--- src/rtl/yc_pkg.sv ---
// Shared YC encoder types: line-timing FSM states, default timing and saturating counter helpers.
package yc_pkg;

    localparam int YC_PHASE_W      = 40;
    localparam int YC_CNT_W        = 12;
    localparam int YC_LINE_W       = 10;

    localparam int YC_BURST_START  = 60;
    localparam int YC_BURST_LEN    = 100;
    localparam int YC_ACTIVE_START = 240;

    typedef enum logic [2:0] {
        SYNC   = 3'd0,
        BACK   = 3'd1,
        BURST  = 3'd2,
        GAP    = 3'd3,
        ACTIVE = 3'd4
    } yc_line_state_t;

    function automatic logic [YC_CNT_W-1:0] yc_cnt_inc(input logic [YC_CNT_W-1:0] v);
        return (v == {YC_CNT_W{1'b1}}) ? v : v + YC_CNT_W'(1);
    endfunction

    function automatic logic [YC_LINE_W-1:0] yc_line_inc(input logic [YC_LINE_W-1:0] v);
        return (v == {YC_LINE_W{1'b1}}) ? v : v + YC_LINE_W'(1);
    endfunction

endpackage

--- src/rtl/yc_edge_detect.sv ---
// One-cycle-delay sampler with rise/fall detection against the delayed copy.
module yc_edge_detect (
    input  logic i_clk,
    input  logic i_sig,
    output logic o_dly,
    output logic o_rise,
    output logic o_fall
);

    logic r_dly;

    // Previous-cycle sample; keeps tracking through reset so no false edge appears on release
    always_ff @(posedge i_clk) begin
        r_dly <= i_sig;
    end

    assign o_dly  = r_dly;
    assign o_rise = i_sig & ~r_dly;
    assign o_fall = ~i_sig & r_dly;

endmodule

--- src/rtl/yc_line_sequencer.sv ---
// Line/field timing for the YC encoder: burst and active-chroma windows, PAL V-switch,
// and a field-latched subcarrier phase increment with accumulator clear.
module yc_line_sequencer
    import yc_pkg::*;
#(
    parameter int BURST_START  = YC_BURST_START,
    parameter int BURST_LEN    = YC_BURST_LEN,
    parameter int ACTIVE_START = YC_ACTIVE_START
) (
    input  logic                  i_clk,
    input  logic                  i_reset,
    input  logic                  i_pal_en,
    input  logic [YC_PHASE_W-1:0] i_phase_inc_ntsc,
    input  logic [YC_PHASE_W-1:0] i_phase_inc_pal,
    input  logic                  i_hsync,
    input  logic                  i_vsync,
    output logic [YC_PHASE_W-1:0] o_phase_inc,
    output logic                  o_std_pal,
    output logic                  o_burst_gate,
    output logic                  o_active_gate,
    output logic                  o_pal_flip,
    output logic                  o_accum_clr,
    output logic [YC_LINE_W-1:0]  o_line_num
);

    localparam logic [YC_CNT_W-1:0] C_BURST_ON  = YC_CNT_W'(BURST_START - 1);
    localparam logic [YC_CNT_W-1:0] C_BURST_OFF = YC_CNT_W'(BURST_START + BURST_LEN - 1);
    localparam logic [YC_CNT_W-1:0] C_ACT_ON    = YC_CNT_W'(ACTIVE_START - 1);

    if ((BURST_START < 1) || (BURST_LEN < 1) ||
        (ACTIVE_START <= BURST_START + BURST_LEN) || (ACTIVE_START > 4095)) begin : g_param_err
        $error("yc_line_sequencer: illegal BURST_START/BURST_LEN/ACTIVE_START combination");
    end

    logic                  w_hs_rise;
    logic                  w_hs_fall;
    logic                  w_hs_dly_unused;
    logic                  w_vs_rise;
    logic                  w_vs_fall_unused;
    logic                  w_vs_dly;
    logic [YC_PHASE_W-1:0] w_phase_sel;

    yc_line_state_t        r_state;
    logic [YC_CNT_W-1:0]   r_cnt;
    logic [YC_PHASE_W-1:0] r_phase_inc;
    logic                  r_std_pal;
    logic                  r_pal_flip;
    logic                  r_accum_clr;
    logic [YC_LINE_W-1:0]  r_line_num;

    yc_edge_detect u_hs_edge (
        .i_clk  (i_clk),
        .i_sig  (i_hsync),
        .o_dly  (w_hs_dly_unused),
        .o_rise (w_hs_rise),
        .o_fall (w_hs_fall)
    );

    yc_edge_detect u_vs_edge (
        .i_clk  (i_clk),
        .i_sig  (i_vsync),
        .o_dly  (w_vs_dly),
        .o_rise (w_vs_rise),
        .o_fall (w_vs_fall_unused)
    );

    assign w_phase_sel = i_pal_en ? i_phase_inc_pal : i_phase_inc_ntsc;

    // Horizontal timing: cycle counter from hsync fall and the line-phase FSM
    always_ff @(posedge i_clk) begin
        if (i_reset) begin
            r_state <= SYNC;
            r_cnt   <= {YC_CNT_W{1'b0}};
        end else begin
            r_cnt <= w_hs_fall ? {YC_CNT_W{1'b0}} : yc_cnt_inc(r_cnt);
            if (w_hs_rise) begin
                r_state <= SYNC;
            end else begin
                case (r_state)
                    SYNC:    if (w_hs_fall)              r_state <= BACK;
                    BACK:    if (r_cnt == C_BURST_ON)    r_state <= BURST;
                    BURST:   if (r_cnt == C_BURST_OFF)   r_state <= GAP;
                    GAP:     if (r_cnt == C_ACT_ON)      r_state <= ACTIVE;
                    ACTIVE:  r_state <= ACTIVE;
                    default: r_state <= SYNC;
                endcase
            end
        end
    end

    // Field latch and per-line bookkeeping; field start outranks a coincident line step
    always_ff @(posedge i_clk) begin
        if (i_reset) begin
            r_std_pal   <= i_pal_en;
            r_phase_inc <= w_phase_sel;
            r_accum_clr <= 1'b0;
            r_line_num  <= {YC_LINE_W{1'b0}};
            r_pal_flip  <= 1'b0;
        end else begin
            r_accum_clr <= w_vs_rise;
            if (w_vs_rise) begin
                r_std_pal   <= i_pal_en;
                r_phase_inc <= w_phase_sel;
                r_line_num  <= {YC_LINE_W{1'b0}};
                r_pal_flip  <= 1'b0;
            end else if (w_hs_rise) begin
                r_line_num  <= yc_line_inc(r_line_num);
                r_pal_flip  <= r_std_pal ? ~r_pal_flip : 1'b0;
            end
        end
    end

    // Gates come straight off the state register so they align with the counter
    assign o_burst_gate  = (r_state == BURST)  & ~w_vs_dly;
    assign o_active_gate = (r_state == ACTIVE) & ~w_vs_dly;
    assign o_phase_inc   = r_phase_inc;
    assign o_std_pal     = r_std_pal;
    assign o_pal_flip    = r_pal_flip;
    assign o_accum_clr   = r_accum_clr;
    assign o_line_num    = r_line_num;

endmodule

--- config.mk ---
export PLATFORM = sky130hd
export DESIGN_NAME = yc_line_sequencer
export DESIGN_NICKNAME = d
export VERILOG_FILES = /design/src/rtl/yc_pkg.sv /design/src/rtl/yc_edge_detect.sv /design/src/rtl/yc_line_sequencer.sv
export SDC_FILE = /design/constraint.sdc
export NUM_CORES = 1
export LEC_CHECK = 0
export ABC_CLOCK_PERIOD_IN_PS = 4300
export BUFFER_PORTS_ARGS = -buffer_cell sky130_fd_sc_hd__buf_2
export CORE_MARGIN = 8
export CORE_UTILIZATION = 50
export CTS_CLUSTER_DIAMETER = 80
export DETAILED_ROUTE_END_ITERATION = 7
export PLACE_DENSITY = 0.85
export REMOVE_ABC_BUFFERS = 1
export SETUP_SLACK_MARGIN = 0.1
export SLEW_MARGIN = 20
export SYNTH_ARGS = -nofsm -noshare
export SYNTH_HDL_FRONTEND = slang
export SYNTH_SLANG_ARGS = --single-unit
--- constraint.sdc ---
create_clock -name i_clk -period 4.3 [get_ports i_clk]
set_input_delay 0.43 -clock i_clk [delete_from_list [all_inputs] [get_ports i_clk]]
set_output_delay 0.43 -clock i_clk [all_outputs]
set_load 0.005 [all_outputs]
# ---- Word-level counts from Yosys, hierarchy flattened
# Index checks and enable logic that the tools add are counted.
dict set report classes {
  n_addsub 2
  n_eq_ne 13
  n_mux 11
  n_bitwise 10
  n_reduce_logical 7
}
# cell n
set ops {}
lappend ops {{$mux 40} 3}
lappend ops {{$eq 12x8->1 const B} 2}
lappend ops {{$pmux 3 s5} 1}
lappend ops {{$add 12x1->12 const B} 1}
lappend ops {{$eq 12x12->1 const B} 1}
lappend ops {{$eq 12x6->1 const B} 1}
lappend ops {{$mux 3} 4}
lappend ops {{$add 10x1->10 const B} 1}
lappend ops {{$eq 10x10->1 const B} 1}
lappend ops {{$ne 2x2->1 const B} 4}
lappend ops {{$eq 3x2->1 const B} 2}
lappend ops {{$reduce_or 2->1} 3}
lappend ops {{$and 1x1->1} 5}
lappend ops {{$not 1->1} 5}
lappend ops {{$reduce_and 4->1} 1}
lappend ops {{$eq 3x1->1 const B} 1}
lappend ops {{$eq 3x3->1 const B} 1}
lappend ops {{$logic_not 3->1} 1}
lappend ops {{$mux 1} 3}
lappend ops {{$reduce_and 2->1} 1}
lappend ops {{$reduce_bool 2->1} 1}
dict set report totals {
  regBits 70
  input_bits 85
  out_inout_bits 55
  elab_cells 52
}

# ---- Depth between registers and ports, before layout
dict set report depth {
  depth_word 4
  ltp_mapped 6
  ltp_nobuf 5
}

# ---- Modules after synthesis
# Synthesis repeated with hierarchy kept, for this count alone.
dict set report unflattened {
  cells_unflattened 250
  hier_area_um2 3104.2
}
# module n_inst cells_per_inst area_per_inst_um2
set modules_own_cells {}
lappend modules_own_cells {yc_line_sequencer 1 244 3034.2}
lappend modules_own_cells {yc_edge_detect 2 3 35.0}

# ---- Worst setup path after synthesis
# OpenSTA, ideal clock, no wires.
dict set report synth_timing {
  path_type {input port to flip-flop}
  from {input i_vsync}
  to {register r_phase_inc[0], in the netlist o_phase_inc[0] (enable)}
  arrival_ps 1924
  path_slack_ps 1955
  path_stages 3
  n_path_buf 1
  path_cell_list {nand2b_1 nand2b_1 clkbuf_1}
}
dict set report synth_between {
  elab_chain_cells 2
}
# item line_no
set synth_lines {}
lappend synth_lines {{from (decl)} yc_line_sequencer.sv:16} ;# input logic i_vsync,
lappend synth_lines {{$and 1x1->1} yc_edge_detect.sv:18} ;# assign o_rise = i_sig & ~r_dly;
lappend synth_lines {{$reduce_bool 2->1 (no line)} --}
lappend synth_lines {{to (signal assigned)} yc_line_sequencer.sv:95} ;# r_phase_inc <= w_phase_sel;
lappend synth_lines {{to (signal assigned)} yc_line_sequencer.sv:103} ;# r_phase_inc <= w_phase_sel;
lappend synth_lines {{to (decl)} yc_line_sequencer.sv:45} ;# logic [YC_PHASE_W-1:0] r_phase_inc;
# Every way passes these cells.
# A chain may end at the register's enable or synchronous reset.

# ---- Worst setup path after layout
dict set report layout_timing {
  from {register r_cnt[0]}
  to {register r_state[1]}
}
dict set report layout_between {
  elab_chain_cells 3
  word_cells_on_any_way 7
  cone_classes {eq/ne: 6; reduce/logical: 1}
}
# item line_no
set layout_lines {}
lappend layout_lines {{from (decl)} yc_line_sequencer.sv:44} ;# logic [YC_CNT_W-1:0] r_cnt;
lappend layout_lines {{from (signal assigned)} yc_line_sequencer.sv:73} ;# r_cnt <= {YC_CNT_W{1'b0}};
lappend layout_lines {{from (signal assigned)} yc_line_sequencer.sv:75} ;# r_cnt <= w_hs_fall ? {YC_CNT_W{1'b0}} : yc_cnt_inc(r_cnt);
lappend layout_lines {{$eq 12x8->1, or another cell as far along} yc_line_sequencer.sv:83} ;# GAP: if (r_cnt == C_ACT_ON) r_state <= ACTIVE;
lappend layout_lines {{$ne 2x2->1 (no line)} --}
lappend layout_lines {{$reduce_and 4->1 (no line) *} --}
lappend layout_lines {{to (signal assigned)} yc_line_sequencer.sv:83}
lappend layout_lines {{to (signal assigned)} yc_line_sequencer.sv:84} ;# ACTIVE: r_state <= ACTIVE;
lappend layout_lines {{to (signal assigned)} yc_line_sequencer.sv:85} ;# default: r_state <= SYNC;
lappend layout_lines {{to (decl)} yc_line_sequencer.sv:43} ;# yc_line_state_t r_state;
# Mark *: on every way between the ends. The rest lies on a longest branch, timed or not.

==> impl_metrics.xml <==
<?xml version="1.0" encoding="UTF-8"?>
<metrics>
  <group name="global_routing">
    <metric name="groute.usage.overall" unit="%">16.6</metric>
    <metric name="pin_count_of_the_biggest_net_entering_global_routing" unit="">53</metric>
    <metric name="grt_pass1_wl" unit="mm">11.8</metric>
    <metric name="grt_antenna_before_repair" unit="">0</metric>
    <metric name="grt.overflow.total" unit="">0</metric>
    <metric name="grt_pass1_vias" unit="">2368</metric>
  </group>
  <group name="place">
    <metric name="gpl.final_weighted_congestion" unit="">0.827</metric>
    <metric name="detailedPlacementHpwl" unit="mm">6.12</metric>
    <metric name="dpl-instance-area" unit="mm2">0.00388</metric>
    <metric name="place_inst" unit="">462</metric>
    <metric name="detailedPlace.worstSlack" unit="ns">2.22</metric>
    <metric name="place.port_buffers" unit="">139</metric>
  </group>
  <group name="sta">
    <metric name="setup-tns-final" unit="ns">0</metric>
    <metric name="final-max-slew-violation-count" unit="">0</metric>
    <metric name="final.setup_skew" unit="ns">0.00793</metric>
    <metric name="rsz_0062_raised_after_global_routing" unit="">false</metric>
    <metric name="setup_viol" unit="">0</metric>
    <metric name="timing.final.crit_share" unit="%">48.4</metric>
    <metric name="setup_ws" unit="ns">2.22</metric>
    <metric name="finalHoldViolCount" unit="">0</metric>
    <metric name="achievable-frequency" unit="MHz">481</metric>
    <metric name="slew_headroom" unit="%">43.9</metric>
    <metric name="slew_at_the_pin_closest_to_its_max_slew_limit" unit="ns">0.842</metric>
    <metric name="finalWorstPathRequiredPeriod" unit="ns">2.08</metric>
  </group>
  <group name="cells_and_area">
    <metric name="finish.utilization" unit="%">67.8</metric>
    <metric name="final_cell_mix" unit="">139 x sky130_fd_sc_hd__buf_2, 41 x sky130_fd_sc_hd__edfxtp_1, 40 x sky130_fd_sc_hd__mux2_2, 29 x sky130_fd_sc_hd__dfxtp_1, 18 x sky130_fd_sc_hd__nor2_1</metric>
    <metric name="layout.cells.non_filler" unit="">478</metric>
    <metric name="drive_gt1_share" unit="%">48.1</metric>
    <metric name="area_growth" unit="%">30.1</metric>
    <metric name="nets" unit="">485</metric>
    <metric name="multi_input_area" unit="mm2">0.00125</metric>
    <metric name="fill_cells" unit="">446</metric>
    <metric name="num_antenna_cells" unit="">0</metric>
    <metric name="finalInstanceArea" unit="mm2">0.00406</metric>
    <metric name="mostFrequentLayoutCell" unit="">sky130_fd_sc_hd__buf_2</metric>
    <metric name="ff_latch_area" unit="mm2">0.00181</metric>
  </group>
  <group name="synthesis">
    <metric name="synth.distinct_cells" unit="">40</metric>
    <metric name="sequential_share_of_the_synthesized_area" unit="%">58.0</metric>
    <metric name="synth-xor-area-share" unit="%">2.52</metric>
    <metric name="synthesized_area_fraction_occupied_by_and_or_nand_nor_cells" unit="%">14.2</metric>
    <metric name="count_of_mapped_cells_out_of_synthesis" unit="">258</metric>
    <metric name="synthDominantAreaCellType" unit="">sky130_fd_sc_hd__edfxtp_1</metric>
    <metric name="yosys_warnings" unit="">0</metric>
    <metric name="yosys.area_share.adder" unit="%">0.801</metric>
    <metric name="cell_area_after_synthesis" unit="mm2">0.00312</metric>
    <metric name="synth_top_area_share" unit="%">39.4</metric>
    <metric name="ys_seq_elements" unit="">70</metric>
    <metric name="main_combinational_cell_family_by_area_after_synthesis" unit="">multiplexers</metric>
    <metric name="synthTopCellsByArea" unit="">sky130_fd_sc_hd__edfxtp_1 39%, sky130_fd_sc_hd__dfxtp_1 19%, sky130_fd_sc_hd__mux2_2 14%</metric>
    <metric name="synth-compound-area-share" unit="%">7.45</metric>
    <metric name="postSynthAreaPerCell" unit="um2">12.1</metric>
    <metric name="post_synth_mux_area_share" unit="%">15.1</metric>
  </group>
  <group name="clock_network">
    <metric name="cts.clk_slew.worst_paths" unit="ns">0.07</metric>
    <metric name="postCtsSetupRepairBufs" unit="">0</metric>
    <metric name="root_buffer" unit="">sky130_fd_sc_hd__clkbuf_8</metric>
    <metric name="clockBufferDepth" unit="">2</metric>
    <metric name="cts.sink_count" unit="">70</metric>
    <metric name="postCtsHoldBufs" unit="">0</metric>
    <metric name="cts_inserted_buffers" unit="">9</metric>
    <metric name="cts_resized" unit="">0</metric>
    <metric name="clock_tree.htree_level_count" unit="">3</metric>
    <metric name="tritoncts" unit="">built</metric>
    <metric name="clk_latency" unit="ns">0.33</metric>
  </group>
  <group name="die">
    <metric name="floorplan.die.height" unit="um">95.0</metric>
    <metric name="die_area" unit="mm2">0.00903</metric>
    <metric name="ioPinCount" unit="">140</metric>
    <metric name="horizontal_extent_of_the_die" unit="um">95.0</metric>
    <metric name="num_rows" unit="">28</metric>
    <metric name="start_util" unit="%">52.1</metric>
    <metric name="core" unit="mm2">0.00599</metric>
  </group>
  <group name="critical_path">
    <metric name="setup.worst_path.end_class" unit="">flip-flop</metric>
    <metric name="critical_path.slowest_cell" unit="">sky130_fd_sc_hd__or4b_2</metric>
    <metric name="timing.critical_path.arrival" unit="ns">2.28</metric>
    <metric name="worst-endpoint-required" unit="ns">4.50</metric>
    <metric name="timing.setup.critical_path_class" unit="">reg -&gt; reg</metric>
    <metric name="worstPathMaxFanout" unit="">6</metric>
    <metric name="worst-path-buf-inv" unit="">0</metric>
    <metric name="worst_setup_path_start_kind" unit="">flip-flop</metric>
    <metric name="cpPeakStageDelay" unit="ns">0.60</metric>
    <metric name="cp_top_family" unit="">simple AND/OR/NAND/NOR gates</metric>
    <metric name="worstPathCellList" unit="">ha_1, or4b_2, nor3_1, o21ai_0, a2111oi_0</metric>
  </group>
  <group name="route">
    <metric name="routed-via-count" unit="">2455</metric>
    <metric name="drt_drc_violations_left" unit="">0</metric>
    <metric name="routed_wl" unit="mm">7.75</metric>
    <metric name="wl_per_cell" unit="um">16.2</metric>
    <metric name="drt-pass1-iter-count" unit="">5</metric>
    <metric name="dr.first_iter.drc_count" unit="">82</metric>
    <metric name="via_per_inst" unit="">5.14</metric>
    <metric name="route.antenna.remaining_nets" unit="">0</metric>
  </group>
  <group name="status">
    <metric name="status" unit="">finished clean</metric>
  </group>
  <group name="flow_run">
    <metric name="cap_viol_max_count" unit="">0</metric>
  </group>
  <group name="min_path">
    <metric name="min_path_type" unit="">in -&gt; reg</metric>
  </group>
  <group name="power_and_ir_drop">
    <metric name="power_density" unit="mW/mm2">353</metric>
    <metric name="p_leak" unit="nW">1.67</metric>
    <metric name="worst_ir_drop_vdd" unit="uV">185</metric>
  </group>
</metrics>
per-stage QoR:
stage                     power (mW)  hold WS, ns
after floorplan                0.877        0.458
after global placement         0.972        0.467
after detailed placement       0.979        0.487
after CTS                       1.45        0.193
after global routing            1.50        0.197
final                           1.44        0.215
final cells by class:
cell class / count / area share, %
repair buffers: 140 / 17.3
clock inverters: 2 / 0.185
clock buffers: 14 / 4.28
multi-input cells: 172 / 30.9
inverters: 5 / 0.462
well taps: 75 / 2.31
flip-flops and latches: 70 / 44.6
synthesized netlist by cell type:
cell and instances:
sky130_fd_sc_hd__o21a_1 2, sky130_fd_sc_hd__or4_4 1, sky130_fd_sc_hd__xor2_1 3, sky130_fd_sc_hd__a311oi_1 1
sky130_fd_sc_hd__a21oi_1 12, sky130_fd_sc_hd__nand3_1 6, sky130_fd_sc_hd__mux2_2 40, sky130_fd_sc_hd__xnor2_1 6
sky130_fd_sc_hd__or4b_2 1, sky130_fd_sc_hd__and3_1 4, sky130_fd_sc_hd__nor4_1 3, sky130_fd_sc_hd__or3_1 7
sky130_fd_sc_hd__inv_1 5, sky130_fd_sc_hd__o311ai_0 1, sky130_fd_sc_hd__nor2b_1 4, sky130_fd_sc_hd__ha_1 2
sky130_fd_sc_hd__nand3b_1 1, sky130_fd_sc_hd__a41oi_1 1, sky130_fd_sc_hd__dfxtp_1 29, sky130_fd_sc_hd__nand4b_1 2
sky130_fd_sc_hd__edfxtp_1 41, sky130_fd_sc_hd__nor3_1 6, sky130_fd_sc_hd__nor2_1 18, sky130_fd_sc_hd__nor3b_1 1
sky130_fd_sc_hd__nand2b_1 6, sky130_fd_sc_hd__or4_1 1, sky130_fd_sc_hd__mux2i_1 2, sky130_fd_sc_hd__nand4_1 4
sky130_fd_sc_hd__clkbuf_1 8, sky130_fd_sc_hd__a211oi_1 2, sky130_fd_sc_hd__a31oi_1 1, sky130_fd_sc_hd__a2111oi_0 1
sky130_fd_sc_hd__or4b_1 1, sky130_fd_sc_hd__o31ai_1 4, sky130_fd_sc_hd__o31a_1 2, sky130_fd_sc_hd__o21ai_0 9
sky130_fd_sc_hd__nand2_1 14, sky130_fd_sc_hd__a32oi_1 1, sky130_fd_sc_hd__nor4b_1 2, sky130_fd_sc_hd__buf_1 3
path summary, 6_finish.rpt:
path            start         endpoint  slack, ns  cells past startpoint
max          r_cnt[0]       r_state[1]       2.22                      5
min           i_vsync  u_vs_edge.o_dly       0.22                      1
max reg2reg  r_cnt[0]       r_state[1]       2.22                      5
min reg2reg  r_cnt[1]         r_cnt[1]       0.50                      2
layer usage:
layer / global-route usage [%] / wire (um) / vias up
met2: 27.9 / 3720 / 106
met5: 0 / 0 / -
li1: - / - / 1245
met4: 6.63 / 86 / 0
met1: 19.6 / 3140 / 1093
met3: 4.95 / 799 / 11
flip-flops by register name, indices dropped and copies added (netlist names):
register,cells
o_line_num,10
r_cnt,12
u_hs_edge.o_dly,1
o_accum_clr,1
r_state,3
u_vs_edge.o_dly,1
o_pal_flip,1
o_phase_inc,40
o_std_pal,1
logic make-up after synthesis:
kind of cell / Yosys count
AOI/OAI and AO/OA: 37
xor gates and xnor gates: 9
adders and majority gates: 2
buffers and inverters: 16
DFF: 70
muxes: 42
and+or+nand+nor: 82
report_power, final:
group | internal (mW) | switching [mW]
Clock | 0.257 | 0.215
Sequential | 0.758 | 0.0208
Combinational | 0.0979 | 0.0861
Power figures use the tool's default switching activity.
